--- src/rtl/display_pkg.sv ---
// Shared display constants: blank pattern, hex-to-segment table, scan FSM states.
// Latency: n/a (package only).
// Backpressure: n/a.
package display_pkg;

   // All segments dark on an active-low bus
   localparam logic [6:0] SEG_BLANK = 7'h7F;

   // Active-low gfedcba patterns, entry i is the glyph for hex digit i
   localparam logic [15:0][6:0] SEG_TABLE = {
      7'h0E, 7'h06, 7'h21, 7'h46,   // F E d C
      7'h03, 7'h08, 7'h10, 7'h00,   // b A 9 8
      7'h78, 7'h02, 7'h12, 7'h19,   // 7 6 5 4
      7'h30, 7'h24, 7'h79, 7'h40    // 3 2 1 0
   };

   typedef enum logic {
      S_BLANK = 1'b0,
      S_DRIVE = 1'b1
   } state_e;

endpackage

--- src/rtl/seg7_decode.sv ---
// Hex nibble to active-low seven-segment pattern (gfedcba).
// Latency: combinational, zero cycles.
// Backpressure: none.
module seg7_decode
   import display_pkg::*;
(
   input  logic [3:0] val_i,
   output logic [6:0] seg_o
);

   assign seg_o = SEG_TABLE[val_i];

endmodule

--- src/rtl/seg7_scan_mux.sv ---
// Time-multiplexes NUM_DIGITS hex digits onto one active-low 7-seg bus with anti-ghost blanking and blink.
// Latency: all outputs registered; new digit appears one clk after the scan tick (one blank clk in between).
// Backpressure: none; every scan rising edge is consumed, digit inputs are snapshotted on the tick.
module seg7_scan_mux
   import display_pkg::*;
#(
   parameter int NUM_DIGITS = 4
)(
   input  logic                    clk,
   input  logic                    rst,
   input  logic                    scan_lvl,
   input  logic                    blink_lvl,
   input  logic [4*NUM_DIGITS-1:0] digits_in,
   input  logic [NUM_DIGITS-1:0]   dp_in,
   input  logic [NUM_DIGITS-1:0]   blank_in,
   input  logic [NUM_DIGITS-1:0]   blink_mask,
   output logic [NUM_DIGITS-1:0]   an,
   output logic [6:0]              seg,
   output logic                    dp,
   output logic                    scan_tick
);

   localparam int IW = (NUM_DIGITS > 1) ? $clog2(NUM_DIGITS) : 1;
   localparam logic [IW-1:0] IDX_LAST = IW'(NUM_DIGITS - 1);

   logic                  scan_q;
   logic                  blink_q;
   logic                  tick;
   logic [IW-1:0]         idx_q, idx_d;
   logic [3:0]            cur_val_q, cur_val_d;
   logic                  cur_dp_q, cur_dp_d;
   logic                  cur_blank_q, cur_blank_d;
   logic                  armed_q, armed_d;
   state_e                state_q, state_d;
   logic [NUM_DIGITS-1:0] an_d;
   logic [6:0]            seg_d;
   logic                  dp_d;
   logic [6:0]            dec_seg;
   logic [NUM_DIGITS-1:0] sel_onehot;
   logic                  show;

   // Falling edges of the scan toggle are deliberately ignored
   assign tick = scan_lvl & ~scan_q;

   seg7_decode u_decode (
      .val_i (cur_val_q),
      .seg_o (dec_seg)
   );

   // Edge-detect and blink level sampling
   always_ff @(posedge clk) begin
      if (rst) begin
         scan_q  <= 1'b0;
         blink_q <= 1'b0;
      end else begin
         scan_q  <= scan_lvl;
         blink_q <= blink_lvl;
      end
   end

   // Digit index advance and snapshot of the newly selected digit on each tick
   always_comb begin
      idx_d       = idx_q;
      cur_val_d   = cur_val_q;
      cur_dp_d    = cur_dp_q;
      cur_blank_d = cur_blank_q;
      // Stays low after reset until the first tick so no stale digit is shown
      armed_d     = armed_q | tick;
      if (tick) begin
         idx_d       = (idx_q == IDX_LAST) ? '0 : idx_q + 1'b1;
         cur_val_d   = digits_in[4*int'(idx_d) +: 4];
         cur_dp_d    = dp_in[idx_d];
         cur_blank_d = blank_in[idx_d];
      end
   end

   // Index and snapshot registers
   always_ff @(posedge clk) begin
      if (rst) begin
         idx_q       <= '0;
         cur_val_q   <= '0;
         cur_dp_q    <= 1'b0;
         cur_blank_q <= 1'b0;
         armed_q     <= 1'b0;
      end else begin
         idx_q       <= idx_d;
         cur_val_q   <= cur_val_d;
         cur_dp_q    <= cur_dp_d;
         cur_blank_q <= cur_blank_d;
         armed_q     <= armed_d;
      end
   end

   // FSM state register
   always_ff @(posedge clk) begin
      if (rst) state_q <= S_BLANK;
      else     state_q <= state_d;
   end

   // FSM next state: blank lasts one cycle, any tick while driving re-enters blank
   always_comb begin
      state_d = state_q;
      case (state_q)
         S_BLANK: state_d = S_DRIVE;
         S_DRIVE: if (tick) state_d = S_BLANK;
         default: state_d = S_BLANK;
      endcase
   end

   // FSM outputs, computed for the state being entered so the pins register alongside it.
   // A tick always darkens the bus for this edge: the snapshot it takes only lands in
   // cur_* at this same edge, so the first driven cycle is the one after.
   always_comb begin
      sel_onehot        = '0;
      sel_onehot[idx_q] = 1'b1;
      show = (state_d == S_DRIVE) && !tick && armed_q && !cur_blank_q
             && !(blink_q && blink_mask[idx_q]);
      an_d  = '1;
      seg_d = SEG_BLANK;
      dp_d  = 1'b1;
      if (show) begin
         an_d  = ~sel_onehot;
         seg_d = dec_seg;
         dp_d  = ~cur_dp_q;
      end
   end

   // Output registers
   always_ff @(posedge clk) begin
      if (rst) begin
         an        <= '1;
         seg       <= SEG_BLANK;
         dp        <= 1'b1;
         scan_tick <= 1'b0;
      end else begin
         an        <= an_d;
         seg       <= seg_d;
         dp        <= dp_d;
         scan_tick <= tick;
      end
   end

endmodule

--- config.mk ---
export PLATFORM = sky130hd
export DESIGN_NAME = seg7_scan_mux
export DESIGN_NICKNAME = d
export VERILOG_FILES = /design/src/rtl/display_pkg.sv /design/src/rtl/seg7_decode.sv /design/src/rtl/seg7_scan_mux.sv
export SDC_FILE = /design/constraint.sdc
export NUM_CORES = 1
export LEC_CHECK = 0
export CAP_MARGIN = 20
export CORE_ASPECT_RATIO = 0.8
export CORE_MARGIN = 5
export CORE_UTILIZATION = 44
export CTS_CLUSTER_SIZE = 12
export DETAILED_ROUTE_END_ITERATION = 10
export GPL_TIMING_DRIVEN = 0
export HOLD_SLACK_MARGIN = 0.05
export PLACE_DENSITY = 0.79
export SLEW_MARGIN = 15
export SYNTH_ARGS = -nofsm -noshare
export SYNTH_HDL_FRONTEND = slang
export SYNTH_SLANG_ARGS = --single-unit
export TNS_END_PERCENT = 100
--- constraint.sdc ---
create_clock -name clk -period 2.2 [get_ports clk]
set_clock_uncertainty 0.05 [all_clocks]
set_input_delay 0.44 -clock clk [delete_from_list [all_inputs] [get_ports clk]]
set_output_delay 0.44 -clock clk [all_outputs]
set_load 0.01 [all_outputs]
==> results of run 1 <==
per-stage QoR:
stage | total power [mW] | hold WS, ns | instances
2_1_floorplan | 0.634 | 0.318 | 137
3_3_place_gp | 0.731 | 0.343 | 219
3_5_place_dp | 0.738 | 0.340 | 219
4_1_cts | 0.952 | 0.381 | 223
5_1_grt | 0.996 | 0.393 | 223
6_report | 0.947 | 0.381 | 223
routing by layer:
metal | wire length (um) | up-vias | GRT usage
met3 | 247 | 2 | 0.0572
met2 | 1240 | 48 | 0.249
li1 | - | 576 | -
met1 | 1210 | 466 | 0.167
met4 | 10 | 0 | 0.0246
met5 | 0 | - | 0
registers in the layout, summed over array words and instances (netlist names):
name and flops:
scan_tick 1, blink_q 1, an 4, cur_dp_q 1, cur_val_q 4, seg 7
idx_q 2, scan_q 1, cur_blank_q 1, dp 1, armed_q 1
final cells by class:
| cell class | count | area [um2] | share of cell area |
|---|---|---|---|
| tap | 38 | 47.5 | 0.0264 |
| timing repair buffer | 44 | 440 | 0.245 |
| clock buffer | 4 | 36.3 | 0.0202 |
| multi-input combinational | 97 | 722 | 0.401 |
| buffer | 11 | 53.8 | 0.0299 |
| sequential | 24 | 480 | 0.267 |
| inverter | 5 | 18.8 | 0.0104 |
kinds of logic after synthesis:
logic type                 after synthesis  synth area share
and+or+nand+nor                         56             0.259
AOI/OAI and AO/OA                       20             0.103
muxes                                   11             0.106
adders and majority gates               10            0.0981
buffers and inverters                   16            0.0569
DFF                                     24             0.377
worst reg2reg max path, cell delays in order, from the launching register on:
cell      delay, ns
dfxtp_1        0.55
inv_1          0.11
ha_1           0.29
buf_2          0.22
clkbuf_1       0.35
nand2b_1       0.10
o211ai_1       0.09
a31oi_1        0.10
cells in the final DEF (no fill, tap or decap), types with 2 or more instances in the layout:
cell,n
buf_2,4
clkbuf_1,6
nand4_1,3
clkdlybuf4s50_1,44
a21oi_1,3
nand2b_1,9
a31oi_1,6
mux2_2,10
nor2b_1,4
ha_1,10
nor2_1,6
inv_1,5
o21ai_0,2
nand2_1,10
dfxtp_1,24
nand3_1,15
clkbuf_4,3
nor4b_4,2
o211ai_1,6
nand3b_1,2
worst paths after layout:
| check | startpoint | to | slack, ns | cells past startpoint |
|---|---|---|---|---|
| hold / removal | cur_dp_q$_SDFFE_PP0P_ | dp$_SDFF_PP1_ | 0.38 | 1 |
| setup reg to reg | idx_q[0]$_SDFFE_PP0P_ | cur_val_q[3]$_SDFFE_PP0P_ | 0.23 | 7 |
| setup / recovery | idx_q[0]$_SDFFE_PP0P_ | cur_val_q[3]$_SDFFE_PP0P_ | 0.23 | 7 |
| hold reg to reg | cur_dp_q$_SDFFE_PP0P_ | dp$_SDFF_PP1_ | 0.38 | 1 |
where the power goes:
part | switching (mW) | internal (mW)
logic | 0.109 | 0.142
registers | 0.0195 | 0.458
clock network | 0.118 | 0.101
total | 0.246 | 0.701
==> out/metrics.csv, run 1 <==
stage,metric,value,unit
global_route,total congestion overflow,0,
clock_tree,PostCTS Resize Cnt,0,
global_route,largest net degree at the start of global routing,14,
logic_synthesis,syn_nets,179,
flow_run,Max Cap Viol,0,
clock_tree,root buf cell,clkbuf_4,
timing,Slew @ Worst Pin,0.395,ns
logic_synthesis,Post-Syn Instances,137,
timing,"Period Utilization, post-route",0.897,
critical_path,Worst path top cell family by delay,buffers and inverters,
logic_synthesis,Post-synth EDFFs,0,
logic_synthesis,dominant cell type by area after synthesis,dfxtp_1,
detailed_routing,# DRC,0,
logic_synthesis,Post-synth top cells,"24 x dfxtp_1, 15 x nand3_1, 10 x ha_1, 10 x mux2_2, 10 x nand2_1",
logic_synthesis,"Top FF cell, synth",dfxtp_1,
detailed_routing,DR WL/cell,12.1,um
logic_synthesis,Synth Cell Area,0.00127,mm2
floorplanning,chip width,70.2,um
floorplanning,die height,58.1,um
power,worst vdd ir,0.268,mV
logic_synthesis,post-synthesis cell type count,28,
floorplanning,initial core utilization,0.461,
critical_path,slowest CP cell,dfxtp_1,
timing,Max Clk Rate,0.507,GHz
logic_synthesis,most common cell in the netlist,dfxtp_1,
power,leakage,0.662,nW
placed_design,Place WS,0.167,ns
global_route,global-route wire length before repair,4750,um
timing,# setup viols final,0,
placed_design,PortBufs,44,
clock_tree,TritonCTS Sinks,24,
global_route,initial antenna violation count,0,
detailed_routing,initial DRC count,44,
clock_tree,"Clk pin slew, worst setup/hold paths",0.12,ns
layout,Final Cell Area,0.00180,mm2
timing,final setup margin,0.226,ns
layout,post-layout util,0.651,
logic_synthesis,syn avg cell area,9.31,um2
floorplanning,row cnt,17,
detailed_routing,Via-to-Cell Ratio,4.90,
logic_synthesis,#FFs+latches synth,24,
critical_path,Critical Path AT,2.12,ns
clock_tree,CTS Hold Bufs,0,
hold_path,Tightest Hold Check Type,register to register,
placed_design,GPL Wtd Cong,0.730,
global_route,number of global-route vias before repair,1092,
critical_path,critical path endpoint category,register,
clock_tree,Inserted Clock Buffers,3,
layout,fin nets,228,
critical_path,kind of critical path,register to register,
layout,n_diodes,0,
run_status,status,"finished, final reports clean",
logic_synthesis,Synth warnings,0,
critical_path,Startpoint Class,register,
critical_path,CP max FO,10,
critical_path,CP Cell Sequence,"inv_1, ha_1, buf_2, clkbuf_1, nand2b_1, o211ai_1, a31oi_1",
global_route,gr usage total,0.142,
power,P per Cell Area,526,mW/mm2
timing,RSZ-0062 raised after global routing,no,
layout,Fill cells,242,
placed_design,Placed Instance Area,0.00176,mm2
detailed_routing,via count,1092,
floorplanning,io pins,45,
logic_synthesis,dominant cells by area after synthesis,"dfxtp_1 38%, ha_1 9.8%, mux2_2 8.8%, nand3_1 5.9%, nand2b_1 4.4%",
timing,Relative slew margins,0.736,
detailed_routing,Final ANT Viol Nets,0,
floorplanning,die area,0.00408,mm2
clock_tree,Skew-Pair Late Insertion Delay,0.31,ns
clock_tree,CTS tree,built,
clock_tree,Post-CTS Setup Inserts,0,
critical_path,CP required,2.35,ns
clock_tree,CTS Buffer Depth,2,
timing,max-slew violations,0,
layout,layout cell share with drive strength beyond 1,0.130,
timing,Setup TNS,0,ns
floorplanning,core area,0.00277,mm2
detailed_routing,Routed WL,2710,um
timing,post-layout min period,1.97,ns
logic_synthesis,area share of the largest cell type after synthesis,0.377,
layout,Syn-to-layout area delta,41.1,%
critical_path,Worst Path Buf+Inv,3,
placed_design,DP HPWL,2300,um
timing,Final Hold Fails,0,
logic_synthesis,"Seq/Total Area, Yosys",0.377,
logic_synthesis,async set-reset flop share out of synthesis,0,
critical_path,max incr delay on CP,0.55,ns
clock_tree,Max H-tree Level,1,
detailed_routing,drt pass-1 iters,4,
Power figures use the tool's default switching activity.
==> run 2, diff against run 1 <==
Settings changed: SETUP_SLACK_MARGIN set to 0.3, SKIP_LAST_GASP set to 1.
==> run 2 against run 1 <==
Net effect:
- critical endpoint is now cur_blank_q$_SDFFE_PP0P_
- sequential power barely moved
- hold slack about the same
- cell area grew 0.14%
==> out/metrics.csv, run 2 (same netlist as run 1, synthesis figures left out) <==
stage,metric,value,unit
hold_path,Tightest Hold Check Type,register to register,
critical_path,Startpoint Class,register,
critical_path,kind of critical path,register to register,
detailed_routing,via count,1094,
clock_tree,root buf cell,clkbuf_4,
detailed_routing,Routed WL,2700,um
global_route,largest net degree at the start of global routing,14,
power,Comb pwr share,0.265,
power,sequential share of power,0.504,
placed_design,GPL Wtd Cong,0.730,
clock_tree,Post-CTS Setup Inserts,0,
layout,layout cell share with drive strength beyond 1,0.141,
timing,Relative slew margins,0.736,
run_status,status,"finished, final reports clean",
timing,"Period Utilization, post-route",0.791,
layout,n_diodes,0,
placed_design,Place WS,0.167,ns
layout,post-layout util,0.652,
power,worst vdd ir,0.269,mV
power,Clock power frac,0.231,
critical_path,Worst path top cell family by delay,flip-flops,
power,P per Cell Area,526,mW/mm2
clock_tree,Inserted Clock Buffers,3,
global_route,gr usage total,0.142,
floorplanning,initial core utilization,0.461,
layout,max reg flops,7,
clock_tree,CTS tree,built,
critical_path,Reg2Reg Setup Slack,0.46,ns
critical_path,max incr delay on CP,0.45,ns
timing,Final Hold Fails,0,
timing,max-slew violations,0,
timing,Slew @ Worst Pin,0.394,ns
critical_path,slowest CP cell,dfxtp_2,
global_route,total congestion overflow,0,
critical_path,CP required,2.35,ns
layout,Top Registers,"seg: 7 flops, an: 4 flops, cur_val_q: 4 flops",
timing,# setup viols final,0,
timing,final setup margin,0.460,ns
floorplanning,io pins,45,
layout,most frequent cells in the layout,"44 x clkdlybuf4s50_1, 23 x dfxtp_1, 15 x nand3_1",
layout,Fill cells,240,
floorplanning,row cnt,17,
critical_path,CP max FO,9,
floorplanning,die area,0.00408,mm2
placed_design,cell count after placement,219,
floorplanning,die height,58.1,um
critical_path,Critical Path AT,1.89,ns
timing,Setup TNS,0,ns
timing,RSZ-0062 raised after global routing,no,
clock_tree,Skew-Pair Late Insertion Delay,0.31,ns
layout,fin nets,228,
power,sw frac,0.259,
detailed_routing,# DRC,0,
global_route,initial antenna violation count,0,
detailed_routing,drt pass-1 iters,4,
detailed_routing,initial DRC count,44,
clock_tree,"Clk pin slew, worst setup/hold paths",0.12,ns
global_route,global-route wire length before repair,4750,um
layout,most flop-heavy register,seg,
clock_tree,Max H-tree Level,1,
power,Internal Pwr Total,702,uW
detailed_routing,Final ANT Viol Nets,0,
timing,Max Clk Rate,0.575,GHz
critical_path,critical path endpoint category,register,
placed_design,DP HPWL,2300,um
critical_path,Worst Path Buf+Inv,2,
power,sw power,246,uW
power,leakage,0.665,nW
timing,post-layout min period,1.74,ns
layout,fin cells,223,
global_route,number of global-route vias before repair,1092,
floorplanning,core area,0.00277,mm2
detailed_routing,DR WL/cell,12.1,um
clock_tree,CTS Buffer Depth,2,
layout,"most common cell after layout, fill and taps aside",clkdlybuf4s50_1,
clock_tree,TritonCTS Sinks,24,
flow_run,Max Cap Viol,0,
floorplanning,chip width,70.2,um
critical_path,CP Cell Sequence,"inv_1, ha_1, buf_2, mux2_2, nand3_1, a31oi_1",
layout,Syn-to-layout area delta,41.3,%
placed_design,PortBufs,44,
detailed_routing,Via-to-Cell Ratio,4.91,
[run 2: cell counts in the layout (fill, tap and decap cells not counted)]
Identical to the previous run, type by type.
[run 2: worst paths after layout]
path	endpoint	cells after the start	startpoint
setup / recovery	cur_blank_q$_SDFFE_PP0P_	6	idx_q[0]$_SDFFE_PP0P_
hold / removal	dp$_SDFF_PP1_	1	cur_dp_q$_SDFFE_PP0P_
setup reg to reg	cur_blank_q$_SDFFE_PP0P_	6	idx_q[0]$_SDFFE_PP0P_
hold reg to reg	dp$_SDFF_PP1_	1	cur_dp_q$_SDFFE_PP0P_
[run 2: routing by layer]
metal	GRT usage	wire, um
met1	0.167	1220
met2	0.249	1230
met3	0.0572	238
met4	0.0246	10
met5	0	0
[run 2: metrics by stage]
stage / cell area (um2) / hold WS, ns / total power, mW
3_5_place_dp: 1760 / 0.340 / 0.738
2_1_floorplan: 1270 / 0.318 / 0.634
4_1_cts: 1800 / 0.381 / 0.953
3_3_place_gp: 1760 / 0.343 / 0.731
6_report: 1800 / 0.381 / 0.948
5_1_grt: 1800 / 0.393 / 0.997
[run 2: worst register-to-register path: cells and delay by family, from the launching register on]
family                     cells  cell delay [ns]
muxes                          1             0.38
AOI/OAI and AO/OA              1             0.08
buffers and inverters          2             0.31
and+or+nand+nor                1             0.08
DFF                            1             0.45
adders and majority gates      1             0.28
[run 2: power by group through the flow]
stage,Clock [mW],Sequential (mW),Combinational [mW]
global route,0.235,0.482,0.280
finish,0.219,0.478,0.251
floorplan,0,0.488,0.147
CTS,0.222,0.478,0.253
detailed placement,0,0.488,0.250
global placement,0,0.486,0.245
[run 2: layout make-up]
class	count	area [um2]	area share
Sequential cell	24	482	0.267
Multi-Input combinational cell	97	722	0.401
Buffer	11	55.1	0.0306
Tap cell	38	47.5	0.0264
Timing Repair Buffer	44	440	0.244
Inverter	5	18.8	0.0104
Clock buffer	4	36.3	0.0201
[run 2: timing repair]
action	in CTS	in global routing
gates resized for setup	1	1
endpoints found under the setup margin	5	6
pin swaps	0	0
hold buffers	0	0
==> run 3, diff against run 2 <==
Settings changed: CORE_UTILIZATION 44 to 40, PLACE_DENSITY 0.79 to 0.75.
Clock period 2.2 ns to 1.5 ns, I/O delays scaled along.
==> run 3 against run 2 <==
Net effect:
- the run now ends with setup timing left
- non-clock buffer count grew 13
- hold slack gained 0.013 ns
- global-route usage grew 1.1 points
- cell area grew 19%
- wire length grew 21%
- fmax grew 16%
- sequential share of layout area shrank 3.5 points
- sequential power grew 46%
- sequential cell count is the same
- final cell count grew 6.7%
- core utilization grew 4.2 points
- critical endpoint is now seg[2]$_SDFF_PP1_
- largest cell class unchanged
==> out/metrics.csv, run 3 (same netlist as run 1, synthesis figures left out) <==
stage,metric,value,unit
critical_path,kind of critical path,register to register,
detailed_routing,Via-to-Cell Ratio,5.06,
power,Clock power frac,0.262,
global_route,total congestion overflow,0,
hold_path,Worst Min Path Start,cur_dp_q$_SDFFE_PP0P_,
power,Internal Pwr Total,1.21,mW
global_route,number of global-route vias before repair,1206,
layout,n_diodes,0,
floorplanning,initial core utilization,0.413,
layout,Syn-to-layout area delta,67.9,%
critical_path,critical path launch point,idx_q[0]$_SDFFE_PP0P_,
layout,fin cells,238,
floorplanning,die area,0.00442,mm2
layout,Top Registers,"seg: 7 flops, an: 4 flops, cur_val_q: 4 flops",
critical_path,FF-to-FF path depth,5,
timing,final setup margin,-0.00110,ns
clock_tree,root buf cell,clkbuf_8,
detailed_routing,Final ANT Viol Nets,0,
run_status,status,"complete, but fails checks",
power,P per Cell Area,773,mW/mm2
timing,Final Hold Fails,0,
placed_design,PortBufs,44,
timing,RSZ-0062 raised after global routing,yes,
layout,Fill cells,221,
critical_path,slowest CP cell,mux4_2,
timing,Hold WS,0.394,ns
critical_path,Critical Path AT,1.60,ns
floorplanning,core area,0.00309,mm2
timing,max-slew violations,0,
critical_path,R2R Path Start,idx_q[0]$_SDFFE_PP0P_,
power,Comb pwr share,0.315,
global_route,met1 GRT Util,0.176,
layout,fin nets,241,
detailed_routing,DR WL/cell,13.7,um
critical_path,Startpoint Class,register,
global_route,initial antenna violation count,0,
clock_tree,CTS tree,built,
clock_tree,TritonCTS Sinks,24,
hold_path,Tightest Hold Check Type,register to register,
run_status,failing checks,setup timing,
detailed_routing,# DRC,0,
floorplanning,die height,60.5,um
detailed_routing,Routed WL,3260,um
global_route,GR Util met2,0.284,
clock_tree,CTS Buffer Depth,2,
power,worst vdd ir,0.700,mV
timing,"Period Utilization, post-route",1.00,
critical_path,critical path endpoint category,register,
clock_tree,Max H-tree Level,1,
power,sw power,444,uW
global_route,global-route wire length before repair,5340,um
critical_path,Reg2Reg Setup Slack,-0.001,ns
clock_tree,"Clk pin slew, worst setup/hold paths",0.08,ns
layout,most flop-heavy register,seg,
placed_design,Place WS,-0.398,ns
global_route,busiest grt layer,met2,
floorplanning,io pins,45,
global_route,gr usage total,0.153,
critical_path,CP max FO,5,
timing,# setup viols final,1,
placed_design,GPL Wtd Cong,0.824,
layout,most frequent cells in the layout,"27 x clkdlybuf4s50_1, 19 x dfxtp_1, 13 x nand3_2",
hold_path,WHS Path Cells,1,
floorplanning,row cnt,18,
detailed_routing,initial DRC count,30,
power,sw frac,0.268,
power,leakage,0.818,nW
layout,post-layout util,0.694,
placed_design,cell count after placement,221,
clock_tree,Inserted Clock Buffers,3,
floorplanning,chip width,73.1,um
flow_run,Max Cap Viol,0,
power,sequential share of power,0.422,
global_route,M3 GR Usage,0.0430,
hold_path,WHS Endpoint,dp$_SDFF_PP1_,
timing,post-layout min period,1.50,ns
layout,"most common cell after layout, fill and taps aside",clkdlybuf4s50_1,
layout,max reg flops,7,
global_route,largest net degree at the start of global routing,14,
critical_path,most frequent CP cell,buf_6,
detailed_routing,drt pass-1 iters,4,
layout,layout cell share with drive strength beyond 1,0.354,
timing,Slew @ Worst Pin,0.464,ns
detailed_routing,via count,1204,
timing,Relative slew margins,0.691,
timing,Setup TNS,-0.00110,ns
critical_path,max incr delay on CP,0.53,ns
clock_tree,Skew-Pair Late Insertion Delay,0.27,ns
critical_path,CP required,1.60,ns
timing,Max Clk Rate,0.666,GHz
placed_design,DP HPWL,2330,um
critical_path,CP Cell Sequence,"buf_6, mux4_2, nand2_4, buf_6, nand4_1",
critical_path,reg2reg end,seg[2]$_SDFF_PP1_,
==> run 3: cell count changes in the layout (fill, tap and decap cells not counted), sizes merged <==
cell	before	now
dlygate4sd2	0	5
clkbuf	10	12
buf	5	19
clkdlybuf4s15	0	9
clkdlybuf4s50	44	27
==> run 3: repair_timing <==
item	in CTS	in global routing
pin swaps	5	8
hold endpoints to repair	0	0
hold buffers	0	0
endpoints found under the setup margin	35	33
gates cloned	3	0
gates resized for setup	44	18
buffers inserted	8	2
==> run 3: critical path: cells and delay by family, from the launching register on <==
family / cells / cell delay, ns
flops: 1 / 0.38
mux: 1 / 0.53
simple gates: 2 / 0.18
buf+inv: 2 / 0.23
==> run 3: worst max path at each step <==
stage | to | slack, ns | cells after the start
2_1_floorplan | cur_blank_q$_SDFFE_PP0P_ | 0.08 | 6
3_3_place_gp | seg[3]$_SDFF_PP1_ | -0.39 | 6
3_5_place_dp | seg[2]$_SDFF_PP1_ | -0.40 | 6
4_1_cts | seg[2]$_SDFF_PP1_ | 0.001 | 5
5_1_grt | seg[2]$_SDFF_PP1_ | -0.05 | 5
6_report | seg[2]$_SDFF_PP1_ | -0.001 | 5
==> run 3: through the flow <==
stage | cell area (um2) | power (mW)
floorplan | 1410 | 0.987
global placement | 1900 | 1.13
detailed placement | 1900 | 1.14
CTS | 2120 | 1.65
global route | 2140 | 1.72
finish | 2140 | 1.65
==> run 3: per-layer routing <==
metal	routed length, um	part of all wire
met1	1390	0.43
met3	242	0.074
met5	0	0
met4	17	0.0052
met2	1610	0.49
==> run 3: area by class of cell <==
type,count,area (um2),area share
multi-input cells,97,858,0.401
well taps,40,50.0,0.0234
clock buffers,4,55.1,0.0257
flip-flops and latches,24,497,0.232
inverters,5,18.8,0.00877
plain buffers,11,106,0.0497
repair buffers,57,556,0.259
==> run 3: power by group through the flow <==
stage | clock network (mW) | logic, mW | registers, mW
4_1_cts | 0.439 | 0.509 | 0.697
3_5_place_dp | 0 | 0.425 | 0.719
2_1_floorplan | 0 | 0.269 | 0.717
5_1_grt | 0.455 | 0.560 | 0.704
3_3_place_gp | 0 | 0.415 | 0.716
6_report | 0.434 | 0.522 | 0.699
==> variant, RTL diff (flow settings as in run 2) <==
Take the reset off `cur_val_q` and load it in a clocked block of its own.
--- a/src/rtl/seg7_scan_mux.sv
+++ b/src/rtl/seg7_scan_mux.sv
@@ -80,3 +80,2 @@
          idx_q       <= '0;
-         cur_val_q   <= '0;
          cur_dp_q    <= 1'b0;
@@ -86,3 +85,2 @@
          idx_q       <= idx_d;
-         cur_val_q   <= cur_val_d;
          cur_dp_q    <= cur_dp_d;
@@ -91,2 +89,6 @@
       end
+   end
+
+   always_ff @(posedge clk) begin
+      cur_val_q <= cur_val_d;
    end
Formal check against the unedited RTL: no difference found for any inputs over 10 cycles, from zero or initial values and one cycle with rst high; that may be too few to reach the edited logic, so the function may still have changed.
==> variant against run 2 <==
- final area is 4.4% lower
- setup slack worse by 83 ps
- sequential share of layout area is 3.6 points higher
- maximum frequency is 4.6% lower
- die area is 3.9% lower
- synthesized area is 4.6% lower
- count of clock-buffer cells in the layout stayed put
- sequential cell count stayed put
- total power is 3.2% lower
- routed wire length is 11% lower
- via count is 12% lower
==> variant: results <==
yosys:
  yosysSeqAreaShare: 0.428
  synthTopCellsByCount: "20 x dfxtp_1, 10 x ha_1, 10 x nand3_1"
  synth_cell_type_count: 30
  synth-edff-count: 4
  synth_area_leaders: "dfxtp_1 33%, mux4_2 11%, ha_1 10%"
cells_and_area:
  area_delta_synth_final_pct: 41.7
  nNonClkInverters: 6
  clk_share: 0.0153
  seq_area_um2: 523
  multiInputGateArea_um2: 623
  nonClkBufAreaFrac: 0.279
  layout-drive-gt1-share: 0.139
  fill_cells: 222
placed_design:
  port_buffers: 43
  dp_cells: 192
  preCtsSetupSlack_ps: 239
worst_setup_path:
  path_max_fanout: 10
  worst-r2r-setup-slack_ps: 380
  r2r_cells: 4
  timing.rr.end: "cur_val_q[3]$_DFFE_PP_"
  cp.arrival_ps: 1840
  crit_family: "multiplexers"
  cpPeakStageDelay_ps: 510
floorplan:
  core_area_um2: 2700
power:
  ir_worst_vdd_mv: 0.478
  p_seq_mw: 0.495
  clock_power_share: 0.208
  power.switching_mw: 0.232
  power.density_nw_per_um2: 533
detailed_routing:
  finalWirelength_um: 2400
  drtIter0Drc: 49
  wl_per_cell_um: 12.2
  routed-wl-met2_um: 1200
  num_vias: 963
global_routing:
  grt_pass1_vias: 1005
  grt_pass1_wl_um: 4040
  gr-usage-met2: 0.235
  grtUsageTotal: 0.131
  grt_util_met1: 0.150
timing:
  whs_ps: 379
  period_share: 0.829
status:
  status: "completed"
variant: worst max-delay path by stage:
stage                               start                endpoint
floorplan           idx_q[0]$_SDFFE_PP0P_  cur_val_q[0]$_DFFE_PP_
global placement                 scan_lvl       seg[1]$_SDFF_PP1_
detailed placement               scan_lvl        an[3]$_SDFF_PP1_
CTS                 idx_q[1]$_SDFFE_PP0P_  cur_val_q[3]$_DFFE_PP_
global route        idx_q[0]$_SDFFE_PP0P_  cur_val_q[3]$_DFFE_PP_
finish              idx_q[0]$_SDFFE_PP0P_  cur_val_q[3]$_DFFE_PP_
variant: cells by family after synthesis:
| group | count (synthesis) | synth area share |
|---|---|---|
| adder cells (fa/ha/maj) | 10 | 0.103 |
| AND/OR/NAND/NOR | 39 | 0.181 |
| AO/OA/AOI/OAI | 14 | 0.0741 |
| multiplexers | 11 | 0.154 |
| buffers and inverters | 13 | 0.0597 |
| flip-flops | 24 | 0.428 |
